$ cat config.mk
export PLATFORM = sky130hd
export DESIGN_NAME = robot_motion_ctrl_flat
export DESIGN_NICKNAME = d
export VERILOG_FILES = /design/src/rtl/robot_motion_if.sv /design/src/rtl/robot_motion_ctrl.sv /design/src/flat_wrapper.sv
export SDC_FILE = /design/constraint.sdc
export NUM_CORES = 1
export LEC_CHECK = 0
export BUFFER_PORTS_ARGS = -buffer_cell sky130_fd_sc_hd__clkbuf_2
export CAP_MARGIN = 10
export CORE_AREA = 10 10 98 66
export DETAILED_ROUTE_END_ITERATION = 12
export DIE_AREA = 0 0 108 76
export HOLD_SLACK_MARGIN = 0.05
export PLACE_DENSITY = 0.55
export RECOVER_POWER = 100
export SETUP_SLACK_MARGIN = 0.5
export SKIP_LAST_GASP = 1
export SYNTH_ARGS = -nofsm -noshare
export SYNTH_HDL_FRONTEND = slang
export SYNTH_SLANG_ARGS = --single-unit
$ cat constraint.sdc
create_clock -name clock -period 1.8 [get_ports clock]
set_input_delay 0.18 -clock clock [delete_from_list [all_inputs] [get_ports clock]]
set_output_delay 0.18 -clock clock [all_outputs]
set_load 0.01 [all_outputs]
$ cat src/rtl/robot_motion_if.sv
// ---------------------------------------------------------------------------
// robot_motion_if
// Bundles the world-side sensor strobe inputs and the robot pose/status
// outputs of the motion controller.
//   master : world / environment side (drives tick and sensors, observes pose)
//   slave  : controller side
// Signals:
//   tick              step strobe, one cycle wide
//   head_wall         wall in the cell ahead
//   left_wall         wall in the cell to the left
//   head_trash        trash in the cell ahead
//   robot_row[5:0]    current row, 1-based (1..10)
//   robot_column[5:0] current column, 1-based (1..20)
//   robot_orientation N=00 S=01 E=10 W=11
//   moved             pulse after each forward step
//   cleaning          high while removing trash
//   trash_cleared     pulse when a trash item is gone
// ---------------------------------------------------------------------------
interface robot_motion_if;
    logic       tick;
    logic       head_wall;
    logic       left_wall;
    logic       head_trash;
    logic [5:0] robot_row;
    logic [5:0] robot_column;
    logic [1:0] robot_orientation;
    logic       moved;
    logic       cleaning;
    logic       trash_cleared;

    modport master (
        output tick, head_wall, left_wall, head_trash,
        input  robot_row, robot_column, robot_orientation,
               moved, cleaning, trash_cleared
    );

    modport slave (
        input  tick, head_wall, left_wall, head_trash,
        output robot_row, robot_column, robot_orientation,
               moved, cleaning, trash_cleared
    );
endinterface

$ cat src/rtl/robot_motion_ctrl.sv
// ---------------------------------------------------------------------------
// robot_motion_ctrl
// Left-hand wall-following cleaning robot on a 10 x 20 grid. On every tick
// the robot either starts cleaning the trash ahead, turns left (at most once
// in a row), steps forward, or turns right. Cleaning occupies CLEAN_TICKS
// ticks in total and ends with a trash_cleared pulse.
// Ports:
//   clock : system clock, all state on rising edge
//   reset : asynchronous active-high reset
//   bus   : robot_motion_if.slave (sensors in, pose/status out)
// All outputs are registered; decisions taken on the tick edge are visible
// in the following cycle.
// ---------------------------------------------------------------------------
module robot_motion_ctrl #(
    parameter logic [5:0]  START_ROW    = 6'd10,
    parameter logic [5:0]  START_COL    = 6'd1,
    parameter logic [1:0]  START_ORIENT = 2'b00,
    parameter int unsigned CLEAN_TICKS  = 4
) (
    input  logic          clock,
    input  logic          reset,
    robot_motion_if.slave bus
);

    localparam logic [1:0] DIR_N = 2'b00;
    localparam logic [1:0] DIR_S = 2'b01;
    localparam logic [1:0] DIR_E = 2'b10;
    localparam logic [1:0] DIR_W = 2'b11;

    localparam logic [5:0] ROW_MIN = 6'd1;
    localparam logic [5:0] ROW_MAX = 6'd10;
    localparam logic [5:0] COL_MIN = 6'd1;
    localparam logic [5:0] COL_MAX = 6'd20;

    localparam logic [3:0] CNT_LOAD = 4'(CLEAN_TICKS - 1);

    typedef enum logic [0:0] {
        ST_DECIDE = 1'b0,
        ST_CLEAN  = 1'b1
    } state_e;

    state_e     state_q, state_d;
    logic       turned_left_q, turned_left_d;
    logic [3:0] cnt_q, cnt_d;
    logic [5:0] row_q, row_d;
    logic [5:0] col_q, col_d;
    logic [1:0] orient_q, orient_d;
    logic       moved_q, moved_d;
    logic       cleaning_q, cleaning_d;
    logic       cleared_q, cleared_d;

    logic       ahead_open_s;
    logic       left_open_s;

    // Counter-clockwise quarter turn: N->W->S->E->N.
    function automatic logic [1:0] rot_left(input logic [1:0] dir);
        logic [1:0] r;
        case (dir)
            DIR_N:   r = DIR_W;
            DIR_W:   r = DIR_S;
            DIR_S:   r = DIR_E;
            DIR_E:   r = DIR_N;
            default: r = DIR_N;
        endcase
        return r;
    endfunction

    // Clockwise quarter turn: N->E->S->W->N.
    function automatic logic [1:0] rot_right(input logic [1:0] dir);
        logic [1:0] r;
        case (dir)
            DIR_N:   r = DIR_E;
            DIR_E:   r = DIR_S;
            DIR_S:   r = DIR_W;
            DIR_W:   r = DIR_N;
            default: r = DIR_N;
        endcase
        return r;
    endfunction

    // True when the neighbour cell in direction dir lies outside the grid.
    function automatic logic off_grid(input logic [1:0] dir,
                                      input logic [5:0] row,
                                      input logic [5:0] col);
        logic r;
        case (dir)
            DIR_N:   r = (row == ROW_MIN);
            DIR_S:   r = (row == ROW_MAX);
            DIR_E:   r = (col == COL_MAX);
            DIR_W:   r = (col == COL_MIN);
            default: r = 1'b1;
        endcase
        return r;
    endfunction

    // The grid border counts as a wall whatever the sensors report.
    assign ahead_open_s = !bus.head_wall && !off_grid(orient_q, row_q, col_q);
    assign left_open_s  = !bus.left_wall && !off_grid(rot_left(orient_q), row_q, col_q);

    // Next-state decision, evaluated only on tick cycles.
    always_comb begin
        state_d       = state_q;
        turned_left_d = turned_left_q;
        cnt_d         = cnt_q;
        row_d         = row_q;
        col_d         = col_q;
        orient_d      = orient_q;
        moved_d       = 1'b0;
        cleared_d     = 1'b0;

        if (bus.tick) begin
            case (state_q)
                ST_DECIDE: begin
                    if (ahead_open_s && bus.head_trash) begin
                        state_d = ST_CLEAN;
                        cnt_d   = CNT_LOAD;
                    end else if (left_open_s && !turned_left_q) begin
                        orient_d      = rot_left(orient_q);
                        turned_left_d = 1'b1;
                    end else if (ahead_open_s) begin
                        // Only reached when the target cell is inside the grid.
                        case (orient_q)
                            DIR_N:   row_d = row_q - 6'd1;
                            DIR_S:   row_d = row_q + 6'd1;
                            DIR_E:   col_d = col_q + 6'd1;
                            DIR_W:   col_d = col_q - 6'd1;
                            default: row_d = row_q;
                        endcase
                        moved_d       = 1'b1;
                        turned_left_d = 1'b0;
                    end else begin
                        orient_d      = rot_right(orient_q);
                        turned_left_d = 1'b0;
                    end
                end
                ST_CLEAN: begin
                    // Sensors are ignored; turned_left survives the cleaning.
                    if (cnt_q == 4'd0) begin
                        state_d   = ST_DECIDE;
                        cleared_d = 1'b1;
                    end else begin
                        cnt_d = cnt_q - 4'd1;
                    end
                end
                default: begin
                    state_d = ST_DECIDE;
                end
            endcase
        end else begin
            state_d = state_q;
        end

        cleaning_d = (state_d == ST_CLEAN);
    end

    // State and output registers with asynchronous reset.
    always_ff @(posedge clock or posedge reset) begin
        if (reset) begin
            state_q       <= ST_DECIDE;
            turned_left_q <= 1'b0;
            cnt_q         <= 4'd0;
            row_q         <= START_ROW;
            col_q         <= START_COL;
            orient_q      <= START_ORIENT;
            moved_q       <= 1'b0;
            cleaning_q    <= 1'b0;
            cleared_q     <= 1'b0;
        end else begin
            state_q       <= state_d;
            turned_left_q <= turned_left_d;
            cnt_q         <= cnt_d;
            row_q         <= row_d;
            col_q         <= col_d;
            orient_q      <= orient_d;
            moved_q       <= moved_d;
            cleaning_q    <= cleaning_d;
            cleared_q     <= cleared_d;
        end
    end

    assign bus.robot_row         = row_q;
    assign bus.robot_column      = col_q;
    assign bus.robot_orientation = orient_q;
    assign bus.moved             = moved_q;
    assign bus.cleaning          = cleaning_q;
    assign bus.trash_cleared     = cleared_q;

endmodule

$ cat src/flat_wrapper.sv
// flat-port wrapper written by rule: the top's interface ports become plain ports
module robot_motion_ctrl_flat 
#(
    parameter logic [5:0]  START_ROW    = 6'd10,
    parameter logic [5:0]  START_COL    = 6'd1,
    parameter logic [1:0]  START_ORIENT = 2'b00,
    parameter int unsigned CLEAN_TICKS  = 4
)
  (clock, reset, bus_tick, bus_head_wall, bus_left_wall, bus_head_trash, bus_robot_row, bus_robot_column, bus_robot_orientation, bus_moved, bus_cleaning, bus_trash_cleared);
  robot_motion_if bus_i ();
  input  logic clock;
  input  logic reset;
  input wire logic [$bits(bus_i.tick)-1:0] bus_tick;
  input wire logic [$bits(bus_i.head_wall)-1:0] bus_head_wall;
  input wire logic [$bits(bus_i.left_wall)-1:0] bus_left_wall;
  input wire logic [$bits(bus_i.head_trash)-1:0] bus_head_trash;
  output wire logic [$bits(bus_i.robot_row)-1:0] bus_robot_row;
  output wire logic [$bits(bus_i.robot_column)-1:0] bus_robot_column;
  output wire logic [$bits(bus_i.robot_orientation)-1:0] bus_robot_orientation;
  output wire logic [$bits(bus_i.moved)-1:0] bus_moved;
  output wire logic [$bits(bus_i.cleaning)-1:0] bus_cleaning;
  output wire logic [$bits(bus_i.trash_cleared)-1:0] bus_trash_cleared;
  assign bus_i.tick = bus_tick;
  assign bus_i.head_wall = bus_head_wall;
  assign bus_i.left_wall = bus_left_wall;
  assign bus_i.head_trash = bus_head_trash;
  assign bus_robot_row = bus_i.robot_row;
  assign bus_robot_column = bus_i.robot_column;
  assign bus_robot_orientation = bus_i.robot_orientation;
  assign bus_moved = bus_i.moved;
  assign bus_cleaning = bus_i.cleaning;
  assign bus_trash_cleared = bus_i.trash_cleared;
  robot_motion_ctrl #(.START_ROW(START_ROW), .START_COL(START_COL), .START_ORIENT(START_ORIENT), .CLEAN_TICKS(CLEAN_TICKS)) u_core (.clock(clock), .reset(reset), .bus(bus_i));
endmodule
Word-level counts from Yosys, hierarchy flattened
Index checks and enable logic that the tools add are counted.
- $add $sub $neg: 5
- multipliers: 0
- divide/modulo/power cells: 0
- magnitude comparators: 0
- equal/unequal tests: 13
- shift operators: 0
- multiplexer cells: 23
- bitwise gates (word level): 3
- reductions and logical operators: 19
- operators by type and width (kind ; count):
    case mux 6 bit (2 select lines) ; 2
    case mux 2 bit (4 select lines) ; 2
    adder 6 x 1 -> 6 bit, second input constant ; 2
    equality test 6 x 1 -> 1 bit, second input constant ; 2
    AND reduction 6 bit ; 2
    subtractor 6 x 1 -> 6 bit, second input constant ; 2
    2-to-1 mux 1 bit ; 11
    equality test 2 bit, second input constant ; 4
    2-to-1 mux 4 bit ; 2
    case mux 1 bit (4 select lines) ; 2
    case mux 4 bit (2 select lines) ; 1
    equality test 6 x 4 -> 1 bit, second input constant ; 1
    equality test 6 x 5 -> 1 bit, second input constant ; 1
    AND reduction 3 bit ; 2
    zero test 1 bit ; 5
    equality test 2 x 1 -> 1 bit, second input constant ; 2
    logical AND 1 bit ; 4
    zero test 2 bit ; 2
    zero test 4 bit ; 1
    2-to-1 mux 2 bit ; 2
    != test 2 bit, second input constant ; 2
    AND reduction 4 bit ; 1
    nonzero test 2 bit ; 2
    subtractor 4 x 1 -> 4 bit, second input constant ; 1
    other kinds (3) ; 5
- register bits after elaboration: 22
- bits in latches: 0
- RAM bits: 0
- memory bits (read-only): 0
- output and inout port bits: 17
- word-level logic and storage cells: 71
- memories kept: 0

Depth between registers and ports, before layout
Gate-level depths: netlist of the first run.
- depth after elaboration: 11
- gate-level depth with buffers: 9

Worst setup path before layout of the first run
Ideal clock, no wire load.
- path type: register to register
- from: register u_core.col_q[0] (netlist: u_core.bus.robot_column[0])
- to: register u_core.col_q[4] (netlist: u_core.bus.robot_column[4])
- library setup time: 0.128 ns
- arrival time: 1.922 ns
- path slack: -0.251 ns
- cell stages (with the launch flop): 9
- buffers on the path: 0
- period minus slack after synthesis: 2.051 ns
- cell sequence: dfstp_2 -> inv_1 -> ha_1 -> nand4b_1 -> nor3b_1 -> o31a_2 -> nor3_4 -> nand2_1 -> xnor2_1
- word-level cells in the longest chain between the ends: 7
- ends and longest elaborated chain (what ; RTL line ; source):
    start: declaration ; robot_motion_ctrl.sv:46 ; logic [5:0] col_q, col_d;
    start signal: assignment ; robot_motion_ctrl.sv:173 ; col_q <= col_d;
    equality test 6 x 1 -> 1 bit / equality test 6 x 5 -> 1 bit (equally long branches) ; robot_motion_ctrl.sv:90, robot_motion_ctrl.sv:89 ;
    case mux 1 bit (4 select lines) ; robot_motion_ctrl.sv:86 ; case (dir)
    zero test 1 bit, on equally long branches ; robot_motion_ctrl.sv:98, robot_motion_ctrl.sv:97 ;
    logical AND 1 bit, on equally long branches ; robot_motion_ctrl.sv:98, robot_motion_ctrl.sv:97 ;
    logical AND 1 bit, on equally long branches ; robot_motion_ctrl.sv:117, robot_motion_ctrl.sv:114 ;
    inverter 1 bit (no line) ; n/a ;
    AND reduction 6 bit (no line) ; n/a ;
Several ways; a longest one is shown, not always the timed one.
A chain may end at the register's enable or synchronous reset.

Final worst setup path of the first run
- from: register u_core.col_q[0] (netlist: u_core.bus.robot_column[0])
- to: register u_core.cnt_q[2]
- word-level cells in the longest chain between the ends: 7
- ends and longest elaborated chain (what ; RTL line ; source):
    equality test 6 x 1 -> 1 bit / equality test 6 x 5 -> 1 bit (equally long branches) ; robot_motion_ctrl.sv:90, robot_motion_ctrl.sv:89 ;
    case mux 1 bit (4 select lines) * ; robot_motion_ctrl.sv:86 ;
    zero test 1 bit * ; robot_motion_ctrl.sv:97 ; assign ahead_open_s = !bus.head_wall && !off_grid(orient_q, row_q, col_q);
    logical AND 1 bit * ; robot_motion_ctrl.sv:97 ;
    logical AND 1 bit * ; robot_motion_ctrl.sv:114 ; if (ahead_open_s && bus.head_trash) begin
    != test 2 x 1 -> 1 bit (no line) * ; n/a ;
    AND reduction 3 bit (no line) * ; n/a ;
    end signal: assignment ; robot_motion_ctrl.sv:171 ; cnt_q <= cnt_d;
    end: declaration ; robot_motion_ctrl.sv:44 ; logic [3:0] cnt_q, cnt_d;
Mark *: on every way between the ends. The rest lies on a longest branch, timed or not.

==> results.md, run 1 <==
Logic synthesis:
- The cell area that synthesis handed to floorplanning was 1491 µm².
- The number of storage elements in the synthesis netlist is 22.
- By count the netlist is led by 19 x dfrtp_1, 17 x nand2_1, 14 x ha_1, 14 x inv_1.
- The total of warnings raised by yosys is 0.
- dfrtp_1 is the most common cell in the netlist.
- The library cell with the largest summed area after synthesis is dfrtp_1.
- The number of synthesized flops with an enable pin is 0.
- The async set or reset register ratio after synthesis is 1.000.
- Synthesis instantiated 41 different standard cells from the library.
- The mean cell area of the mapped netlist is 9.094 µm².
- Sorting the synthesized cells by area gives the leading types as dfrtp_1 32%, ha_1 12%, xnor2_1 5.9%.
- The flip-flop cell with the highest count after synthesis is dfrtp_1.
- The number of nets handed over by synthesis was 184.
- The cell count after synthesis is 164.
- The register area share after synthesis is 0.3716.
- The fraction of post-synthesis cell area in the top cell type by area is 0.3188.

STA:
- For the pin with the worst max-slew slack, the measured transition is 587.4 ps.
- Across all setup checks in the final design, the least slack found is -199.8 ps.
- The final hold violation count is 0.
- Setup repair after global routing could not meet its margin everywhere.
- The max-slew violation count is 0.
- The worst clock skew is 4.552 ps.
- The worst relative slew slack is 0.6084.
- The maximum frequency from static timing analysis is 0.5000 GHz.
- In the finished design, the share of the clock period the worst path needs comes to 1.111.
- The time the worst path needs with I/O delays and setup is 2000 ps.
- Setup violations remaining at the end of the flow were counted as 20.

Floorplan:
- In this run the count of I/O pins placed on the die edge is 23.
- The die area is 8208 µm².
- The die outline width is 108 µm.
- The floorplan core area is 4780 µm².
- The floorplan has 20 rows.
- The initial utilization of the core area, before any placement, comes to 0.3120.
- The die is 76 µm tall.

Critical path:
- The critical path in this run is classified as reg -> reg.
- For the worst setup path, the data arrival time is 2150 ps.
- The reg-to-reg critical path endpoint is u_core.cnt_q[2].
- Data on the critical path is required at its endpoint by 1950 ps.
- The startpoint class of the critical path is a flop.
- The setup slack on the worst flop-to-flop path is -200 ps.
- The largest fanout of any net on the critical path is 6.
- The capturing element type of the critical path is a flop.
- The reg-to-reg startpoint is u_core.bus.robot_column[0].
- The number of cells on the worst reg-to-reg path is 9.

Clock tree:
- The CTS tree is done.
- The number of clock buffers inserted by TritonCTS is 3.
- The count of H-tree levels built during CTS is 1.
- After clock tree synthesis, the clock-pin slew on the worst setup and hold paths is 90 ps.
- The buffer cell driving the clock tree root is clkbuf_8.
- The tree built by TritonCTS fans out to 22 sinks.
- The clock insertion delay at the later pin of the skew report is 260 ps.
- The longest clock path from root to sink contains 2 buffers.

Place:
- Port buffering added 22 buffers.
- Timing analysis after detailed placement gives a worst setup slack of -202.0 ps.
- Detailed placement ended at an HPWL of 2994 µm.
- At the end of routability-driven placement, the weighted congestion stood at 0.8090.
- The count of placed standard cells including taps is 280.

Finish:
- The final net count is 248.
- The post-route non-filler standard cell count is 293.
- After filler insertion, the fill cell instance count of the layout stands at 453.
- The total inserted antenna cells is 0.
- The area growth from synthesis to layout is 51.26%.
- In the final layout, the share of cells above drive strength 1 is 0.4581.

Power:
- The internal portion of the total power is 0.001858 W.
- Overall power consumption after layout is estimated at 0.003138 W.
- Dividing total power by cell area gives a power density of 1391 nW/µm².
- Summed over all cells, the static leakage comes to 1.029 nW.
- Of the total power, the clock network draws 0.116.
- The switching power total is 0.001280 W.
- The share of total power dissipated in combinational logic is 0.632.
- The part of the total power dissipated in sequential elements is 0.252.
- The maximum ir drop on the vdd rail is 0.5259 mV.
- The fraction of power spent switching nets is 0.4079.

Global route:
- The number of antenna violations at the first check in global routing was 0.
- For this run the aggregate overflow at the end of global routing stands at 0.
- The number of global-route vias before repair came to 1342.
- The wire length of the first global-routing pass is 6651 µm.
- The combined global-route utilization of all metal layers is 0.09740.
- The pin count of the biggest net entering global routing is 23.

Flow run:
- Across the run, the number of max-cap violations was 0.

Route:
- In the routed layout, each cell is associated on average with a via count of 4.724.
- The wire length reported by the detailed router is 4022 µm.
- The first routing iteration left 66 violations.
- The detailed router placed 1384 vias in this run.
- The remaining antenna violation count after routing is 0.
- The number of optimization iterations in the first detailed-route pass is 4.
- The detailed-route wire length per cell is 13.73 µm.
- For this run, design rule violations remaining after detail routing come to 0.

Min path:
- In this run the most critical hold path is launched from bus_tick.
- The worst hold path belongs to the class in -> reg.
- The hold path endpoint is u_core.state_q.
- The worst hold path was traced through 3 stages.

Status:
- The checks that failed: setup timing.
- The run finished, with violations left.
## per-stage QoR
step | util | area [µm²] | hold slack, ps | TNS, ps
2_1_floorplan | - | 1554 | 166.9 | -1344
3_3_place_gp | 0.4152 | 1984 | 221.0 | -2628
3_5_place_dp | 0.4152 | 1984 | 223.0 | -2666
4_1_cts | 0.4403 | 2105 | 230.1 | -2619
5_1_grt | 0.4720 | 2256 | 244.4 | -4321
6_report | 0.4720 | 2256 | 234.4 | -2480
## sequential cells by signal, summed over array words and instances, names as in the netlist
register,cells
u_core.bus.robot_row,6
u_core.turned_left_q,1
u_core.state_q,1
u_core.bus.moved,1
u_core.bus.robot_column,6
u_core.bus.robot_orientation,2
u_core.cnt_q,4
u_core.bus.trash_cleared,1
## routing by layer
metal	GRT usage	routed length, µm	up-vias
met3	0.03378	219	2
met5	0	0	-
met4	0.02128	17	0
li1	-	-	695
met2	0.1370	1743	28
met1	0.1373	2042	659
## cells in the final DEF (no fill, tap or decap), drive strengths merged, types with 4 or more instances in the layout
cell type  netlist  final
ha              14     14
a21oi            4      4
xnor2           10     10
clkbuf           4     27
buf              1     40
nor3             8      8
dfrtp           19     19
nor2            12     12
nand2           17     17
inv             14     14
o21ai           13     13
nand3           11     11
## critical path, stage by stage (launching register included)
cell      delay, ps
dfstp_2         550
inv_2            50
ha_4            140
nand4b_1        150
nor3b_2          70
o31a_4          340
buf_4           160
nor2_4          120
o21ai_2          70
a22o_1          230
## what timing repair did
item	in CTS	in global routing
buffers inserted	2	6
endpoints found under the setup margin	21	23
hold buffers	1	0
hold endpoints to repair	19	0
resized for setup	13	34
pin swaps	9	17
## worst max path at each step
stage / from / endpoint / cells past startpoint
2_1_floorplan: u_core.bus.robot_column[0] / u_core.bus.robot_orientation[0] / 8
3_3_place_gp: u_core.bus.robot_orientation[0] / u_core.cnt_q[2] / 8
3_5_place_dp: u_core.bus.robot_column[0] / u_core.cnt_q[2] / 8
4_1_cts: u_core.bus.robot_column[0] / u_core.bus.robot_orientation[0] / 8
5_1_grt: u_core.bus.robot_orientation[0] / u_core.bus.robot_column[5] / 8
6_report: u_core.bus.robot_column[0] / u_core.cnt_q[2] / 9
## cells by family after synthesis
logic type,count (synthesis),share of synthesized area
buf+inv,19,0.04865
compound gates,30,0.1435
fa+ha+maj,14,0.1175
mux,2,0.01342
xor+xnor,12,0.07047
simple gates,65,0.2349
flops,22,0.3716
## power by group through the flow
stage	Clock, W	Sequential, W	Combinational [W]
after global placement	0	0.000787	0.00162
after CTS	0.000376	0.000776	0.00172
final	0.000364	0.000790	0.00198
after floorplan	0	0.000865	0.000856
after global routing	0.000404	0.000809	0.00220
after detailed placement	0	0.000789	0.00163
## area by class of cell
| type | instances | area [µm²] | share of cell area |
|---|---|---|---|
| multi-input combinational | 123 | 1050 | 0.4653 |
| sequential | 22 | 555.5 | 0.2463 |
| inverter | 14 | 52.55 | 0.02329 |
| clock buffer | 4 | 55.05 | 0.02440 |
| tap | 66 | 82.58 | 0.03661 |
| timing repair buffer | 64 | 460.4 | 0.2041 |
Note: power is estimated with default switching activity, not from simulation.
==> run 2, diff against run 1 <==
CAP_MARGIN = unset   (was 10)
CELL_PAD_IN_SITES_DETAIL_PLACEMENT = 0   (was unset)
CELL_PAD_IN_SITES_GLOBAL_PLACEMENT = 1   (was unset)
PLACE_DENSITY = 0.67   (was 0.55)
RECOVER_POWER = 50   (was 100)
==> results.md, run 2 (synthesized netlist as in run 1, its figures left out) <==
Status:
- The flow ran to the end, but the final reports show violations.
- The final reports fail on setup timing.

Clock tree:
- The clock insertion delay at the later pin of the skew report was 270 ps (about the same).
- The maximum clock path buffer count is 2 (unchanged).
- The number of clock buffers inserted by TritonCTS is 3 (unchanged).
- TritonCTS built the clock tree.
- The clock sink count was 22 (unchanged).
- The clock-pin transition on the worst setup and hold timing paths is 90 ps (about the same).
- The buffer cell driving the clock tree root is clkbuf_8.
- The count of H-tree levels built during CTS is 1 (unchanged).

STA:
- The maximum frequency from static timing analysis is 0.5042 GHz (+0.83%).
- The sum of negative setup slack is -1981 ps (+498.8 ps).
- The max-slew violation count was 0 (unchanged).
- The number of endpoints failing setup at the final stage is 21 (+5.0%).
- The worst relative slew slack is 0.6187 (+0.01033).
- The worst clock skew is 5.823 ps (+1.271 ps).
- The time the worst path needs with I/O delays and setup is 1983 ps (-16.37 ps).
- Setup repair after global routing could not meet its margin everywhere.
- The final hold violation count came to 0 (unchanged).
- The worst path setup slack after routing came to -183.5 ps (+16.37 ps).
- The ratio of final minimum period to clock period is 1.102 (-0.009093).
- The slew of the pin with the lowest slew margin is 571.9 ps (-15.50 ps).

Power:
- The static leakage came to 1.022 nW (-0.64%).
- The switching power total is 0.001233 W (-3.7%).
- The fraction of power spent switching nets was 0.4085 (+0.0006328).
- The combinational share of power is 0.617 (-0.015).
- The cell internal power dissipation is 0.001785 W (-3.9%).
- The total power per unit cell area is 1362 nW/µm² (-2.1%).
- The share of power burned in the clock network is 0.123 (+0.007).
- The post-route total power was 0.003017 W (-3.8%).
- The part of the total power dissipated in sequential elements is 0.260 (+0.008).
- The maximum ir drop on the vdd rail is 0.4430 mV (-16%).

Place:
- The count of input and output buffers came to 22 (unchanged).
- The placer's final routability congestion estimate is 0.8098 (about the same).
- The half-perimeter wire length of the detailed placement result is 2965 µm (-0.94%).

Critical path:
- The capturing element type of the critical path is a flop.
- The data required time at the worst endpoint is 1980 ps (+30 ps).
- The setup slack on the worst flop-to-flop path is -180 ps (+20 ps).
- The startpoint class of the critical path is a flop.
- The critical path data arrival time is 2160 ps (about the same).
- By startpoint and endpoint, the worst setup path is classified as reg -> reg.
- The largest fanout of any net on the critical path is 7 (+1).

Min path:
- The class of the worst hold path is in -> reg.

Route:
- The number of optimization iterations in the first detailed-route pass is 4 (unchanged).
- The remaining antenna violation count after routing was 0 (unchanged).
- The total number of vias was 1320 (-4.6%).
- The wire length reported by the detailed router is 3873 µm (-3.7%).
- The DRC marker count from the first detailed-route iteration is 36 (-45%).
- The DRC violation count after routing is 0 (unchanged).
- The detailed-route wire length per cell is 13.36 µm (-2.7%).
- The average via count per standard cell is 4.552 (-3.6%).

Flow run:
- The max-capacitance violation count came to 0 (unchanged).

Global route:
- The residual overflow from global routing is 0 (unchanged).
- The combined global-route utilization of all metal layers came to 0.09607 (-0.001329).
- The pin count of the biggest net entering global routing was 14 (-39%).
- The number of global-route vias before repair is 1277 (-4.8%).
- The number of antenna violations at the first check in global routing is 0 (unchanged).
- The wire length of the first global-routing pass is 6479 µm (-2.6%).

Finish:
- The fraction of final layout cells with drive strength greater than 1 came to 0.4464 (-0.01172).
- The area added between synthesis and finish is 48.57%.
- The final net count came to 245 (-1.2%).
- The library cell used most frequently in the layout, excluding fill and tap cells, is buf_4.
- The post-route core utilization is 0.4636 (-0.008377).
- In the layout the commonest cells are 29 x buf_4, 18 x dfrtp_1, 15 x nand2_1.
- The total inserted antenna cells is 0 (unchanged).

Floorplan:
- The die outline width is 108 µm (unchanged).
- The die area is 8208 µm² (unchanged).
- The cell row count is 20 (unchanged).
- The die boundary height was 76 µm (unchanged).
- The number of I/O pins came to 23 (unchanged).
- The floorplan core area is 4780 µm² (unchanged).
- The starting density of the core came to 0.3120 (unchanged).
run 2: path summary, 6_finish.rpt:
kind                                                 startpoint                               to  cells past startpoint
worst max-delay path            u_core.bus.robot_orientation[0]  u_core.bus.robot_orientation[0]                      7
worst min-delay path                                   bus_tick                   u_core.state_q                      3
worst max register to register  u_core.bus.robot_orientation[0]  u_core.bus.robot_orientation[0]                      7
worst min register to register                  u_core.cnt_q[3]                  u_core.cnt_q[3]                      1
max in group asynchronous                                 reset  u_core.bus.robot_orientation[1]                      4
min in group asynchronous                                 reset          u_core.bus.robot_row[0]                      3
run 2: what timing repair did:
| action | 4_1_cts | 5_1_grt |
|---|---|---|
| pin swaps | 14 | 13 |
| setup endpoints to repair | 21 | 25 |
| hold buffers | 1 | 0 |
| endpoints found under the hold margin | 9 | 0 |
| buffers inserted | 4 | 5 |
| resized for setup | 9 | 32 |
run 2: area by class of cell:
type | instances | area, µm²
timing repair buffer | 61 | 454.2
clock buffer | 4 | 55.05
sequential | 22 | 555.5
tap | 66 | 82.58
fill | 467 | 2564
inverter | 14 | 52.55
multi-input combinational | 123 | 1016
run 2: layer usage:
metal	vias up	global-route usage	wire length, µm
li1	690	-	-
met1	607	0.1370	1975
met4	0	0.03191	51
met3	5	0.03294	207
met5	-	0	0
met2	18	0.1286	1639
run 2: per-stage QoR:
stage / hold slack, ps / std cells / area [µm²] / worst slack, ps
final: 250.6 / 290 / 2216 / -183.5
after global routing: 275.1 / 290 / 2216 / -276.1
after CTS: 218.8 / 285 / 2071 / -191.1
after detailed placement: 235.1 / 276 / 1942 / -311.0
after global placement: 240.1 / 276 / 1942 / -275.1
after floorplan: 166.9 / 164 / 1554 / -146.3
run 2: power groups by stage:
| stage | Clock (W) | Sequential [W] | Combinational, W |
|---|---|---|---|
| floorplan | 0 | 0.000865 | 0.000856 |
| global placement | 0 | 0.000781 | 0.00154 |
| detailed placement | 0 | 0.000786 | 0.00154 |
| CTS | 0.000386 | 0.000774 | 0.00162 |
| global route | 0.000406 | 0.000809 | 0.00206 |
| finish | 0.000370 | 0.000785 | 0.00186 |
run 2: critical path, stage by stage (launching register included):
cell and delay [ps]:
dfrtp_1 420, inv_1 100, ha_2 250, nor3b_2 180
o31a_4 400, o21ai_4 190, o22ai_1 100, a221oi_2 250
==> run 3, diff against run 2 <==
CORE_AREA = 10 10 92 62   (was 10 10 98 66)
DIE_AREA = 0 0 102 72   (was 0 0 108 76)
PLACE_DENSITY = 0.76   (was 0.67)
==> results.md, run 3 (synthesized netlist as in run 1, its figures left out) <==
STA:
- Setup repair after global routing could not meet its margin everywhere.
- The worst hold slack after final layout is 231.2 ps (-19.45 ps).
- The max-slew violation count was 0 (unchanged).
- The worst relative slew slack came to 0.6996 (+0.08087).
- The number of endpoints failing setup at the final stage is 21 (unchanged).
- The slew of the pin with the lowest slew margin is 448.9 ps (-123.0 ps).
- The worst clock skew came to 3.941 ps (-1.882 ps).
- The final hold violation count is 0 (unchanged).
- The time the worst path needs with I/O delays and setup is 2037 ps (+53.74 ps).
- The ratio of final minimum period to clock period is 1.132 (+0.02986).
- The maximum frequency from static timing analysis was 0.4909 GHz (-2.6%).
- The worst path setup slack after routing was -237.2 ps (-53.74 ps).

Power:
- The maximum ir drop on the vdd rail is 0.6372 mV (+44%).
- The post-route total power is 0.003163 W (+4.8%).
- The static leakage is 1.046 nW (+2.3%).
- The total power per unit cell area is 1395 nW/µm² (+2.5%).

Floorplan:
- The number of I/O pins came to 23 (unchanged).
- The floorplan core area is 4009 µm² (-16%).
- The starting density of the core is 0.3720 (+0.05999).
- The die area came to 7344 µm² (-11%).
- The cell row count is 18 (-10%).
- The die boundary height is 72 µm (-5.3%).
- The die outline width is 102 µm (-5.6%).

Route:
- The DRC violation count after routing is 0 (unchanged).
- The wire length reported by the detailed router is 3966 µm (+2.4%).
- The DRC marker count from the first detailed-route iteration is 78 (+120%).
- The average via count per standard cell is 4.950 (+8.7%).
- The detailed-route wire length per cell is 14.27 µm (+6.8%).
- The total number of vias is 1376 (+4.2%).
- The remaining antenna violation count after routing is 0 (unchanged).
- The number of optimization iterations in the first detailed-route pass was 4 (unchanged).

Finish:
- The area taken by multi-input logic gates came to 1057 µm² (+4.1%).
- The fraction of final layout cells with drive strength greater than 1 is 0.4649 (+0.01848).
- The number of inserted filler cells in the final layout was 356 (-24%).
- The final net count is 249 (+1.6%).
- The library cell used most frequently in the layout, excluding fill and tap cells, is buf_4.
- The sequential cell area is 555.5 µm² (unchanged).
- The area growth from synthesis to layout is 52.01%.
- In the layout the commonest cells are 34 x buf_4, 18 x dfrtp_1, 17 x clkbuf_2.
- The final design area excluding fillers is 2267 µm² (+2.3%).
- The total inserted antenna cells came to 0 (unchanged).

Global route:
- The combined global-route utilization of all metal layers is 0.1117 (+0.01566).
- The wire length of the first global-routing pass was 6672 µm (+3.0%).
- The number of global-route vias before repair is 1399 (+9.6%).
- The residual overflow from global routing is 0 (unchanged).
- The pin count of the biggest net entering global routing came to 13 (-1).
- The number of antenna violations at the first check in global routing came to 0 (unchanged).

Status:
- The final reports fail on setup timing.
- The flow ran to the end, but the final reports show violations.

Critical path:
- The data required time at the worst endpoint is 1960 ps (-20 ps).
- The largest fanout of any net on the critical path is 6 (-1).
- The kind of cell adding the most delay to the critical path is compound AO/OA/AOI/OAI gates.
- The critical path data arrival time is 2190 ps (+30 ps).
- The signal on the critical path passes through inv_2 -> ha_4 -> nand4b_1 -> nor3b_2 -> o31a_4 -> buf_4 -> nor2_4 -> o21ai_2 -> a22o_1.
- The delay contributed by the slowest stage of the critical path is 540 ps (+120 ps).
- The critical path is of the reg -> reg type.
- The worst setup path is launched from a flop.
- The capturing element type of the critical path is a flop.
- The sum of buffers and inverters on the critical path is 2 (+1).
- The slowest stage cell on the critical path is dfstp_2.

Clock tree:
- The clock-pin transition on the worst setup and hold timing paths is 80 ps (about the same).
- The CTS tree is done.
- In this run the clock root is driven by a clkbuf_8.
- The maximum clock path buffer count is 2 (unchanged).
- The clock insertion delay at the later pin of the skew report is 270 ps (about the same).
- The count of H-tree levels built during CTS is 1 (unchanged).
- The number of clock buffers inserted by TritonCTS is 3 (unchanged).
- The clock sink count is 22 (unchanged).

Place:
- The half-perimeter wire length of the detailed placement result is 3126 µm (+5.4%).
- The count of input and output buffers is 22 (unchanged).
- The cell area reported after detailed placement is 1949 µm² (+0.39%).
- The placer's final routability congestion estimate is 0.8678 (+7.2%).

Flow run:
- The max-capacitance violation count is 0 (unchanged).

Min path:
- In this run the worst hold path is classified as in -> reg.
-- run 3: routing by layer --
layer	vias to the layer above	track usage	wire length, µm
met3	4	0.03027	167
li1	692	-	-
met5	-	0	0
met4	0	0.01558	26
met1	656	0.1438	1995
met2	24	0.1867	1776
-- run 3: final timing paths --
kind / depth (start not counted) / endpoint / slack, ps / from
worst min register to register: 1 / u_core.cnt_q[3] / 560 / u_core.cnt_q[3]
worst min-delay path: 3 / u_core.state_q / 230 / bus_tick
max in group asynchronous: 4 / u_core.bus.robot_row[3] / 650 / reset
worst max register to register: 9 / u_core.cnt_q[3] / -240 / u_core.bus.robot_column[0]
worst max-delay path: 9 / u_core.cnt_q[3] / -240 / u_core.bus.robot_column[0]
min in group asynchronous: 3 / u_core.bus.robot_column[1] / 420 / reset
-- run 3: where the power goes --
group	leakage (nW)	switching (W)	internal, W
clock network	0.0288	0.000168	0.000195
registers	0.267	0.000123	0.000660
logic	0.750	0.00100	0.00101
-- run 3: final cells by class --
class	count	share of cell area
Multi-Input combinational cell	123	0.4663
Sequential cell	22	0.2450
Inverter	14	0.02318
Clock buffer	4	0.02428
Timing Repair Buffer	65	0.2136
Tap cell	50	0.02759
-- run 3: through the flow --
stage | setup TNS (ps) | instances | util | setup WS (ps)
2_1_floorplan | -1344 | 164 | - | -146.3
3_3_place_gp | -1524 | 262 | 0.4863 | -161.2
3_5_place_dp | -3032 | 262 | 0.4863 | -249.9
4_1_cts | -3184 | 273 | 0.5256 | -220.1
5_1_grt | -4585 | 278 | 0.5655 | -295.9
6_report | -3050 | 278 | 0.5655 | -237.2
-- run 3: repair_timing --
| item | in CTS | in global routing |
|---|---|---|
| pin swaps | 11 | 13 |
| gates resized for setup | 13 | 28 |
| setup buffers | 6 | 5 |
| endpoints found under the hold margin | 5 | 0 |
| setup endpoints to repair | 22 | 24 |
| hold buffers | 1 | 0 |
-- run 3: tightest hold or removal path, delay by kind of cell --
family	cells	cell delay (ps)
AO/OA/AOI/OAI	1	70
AND/OR/NAND/NOR	1	80
buffers and inverters	1	130
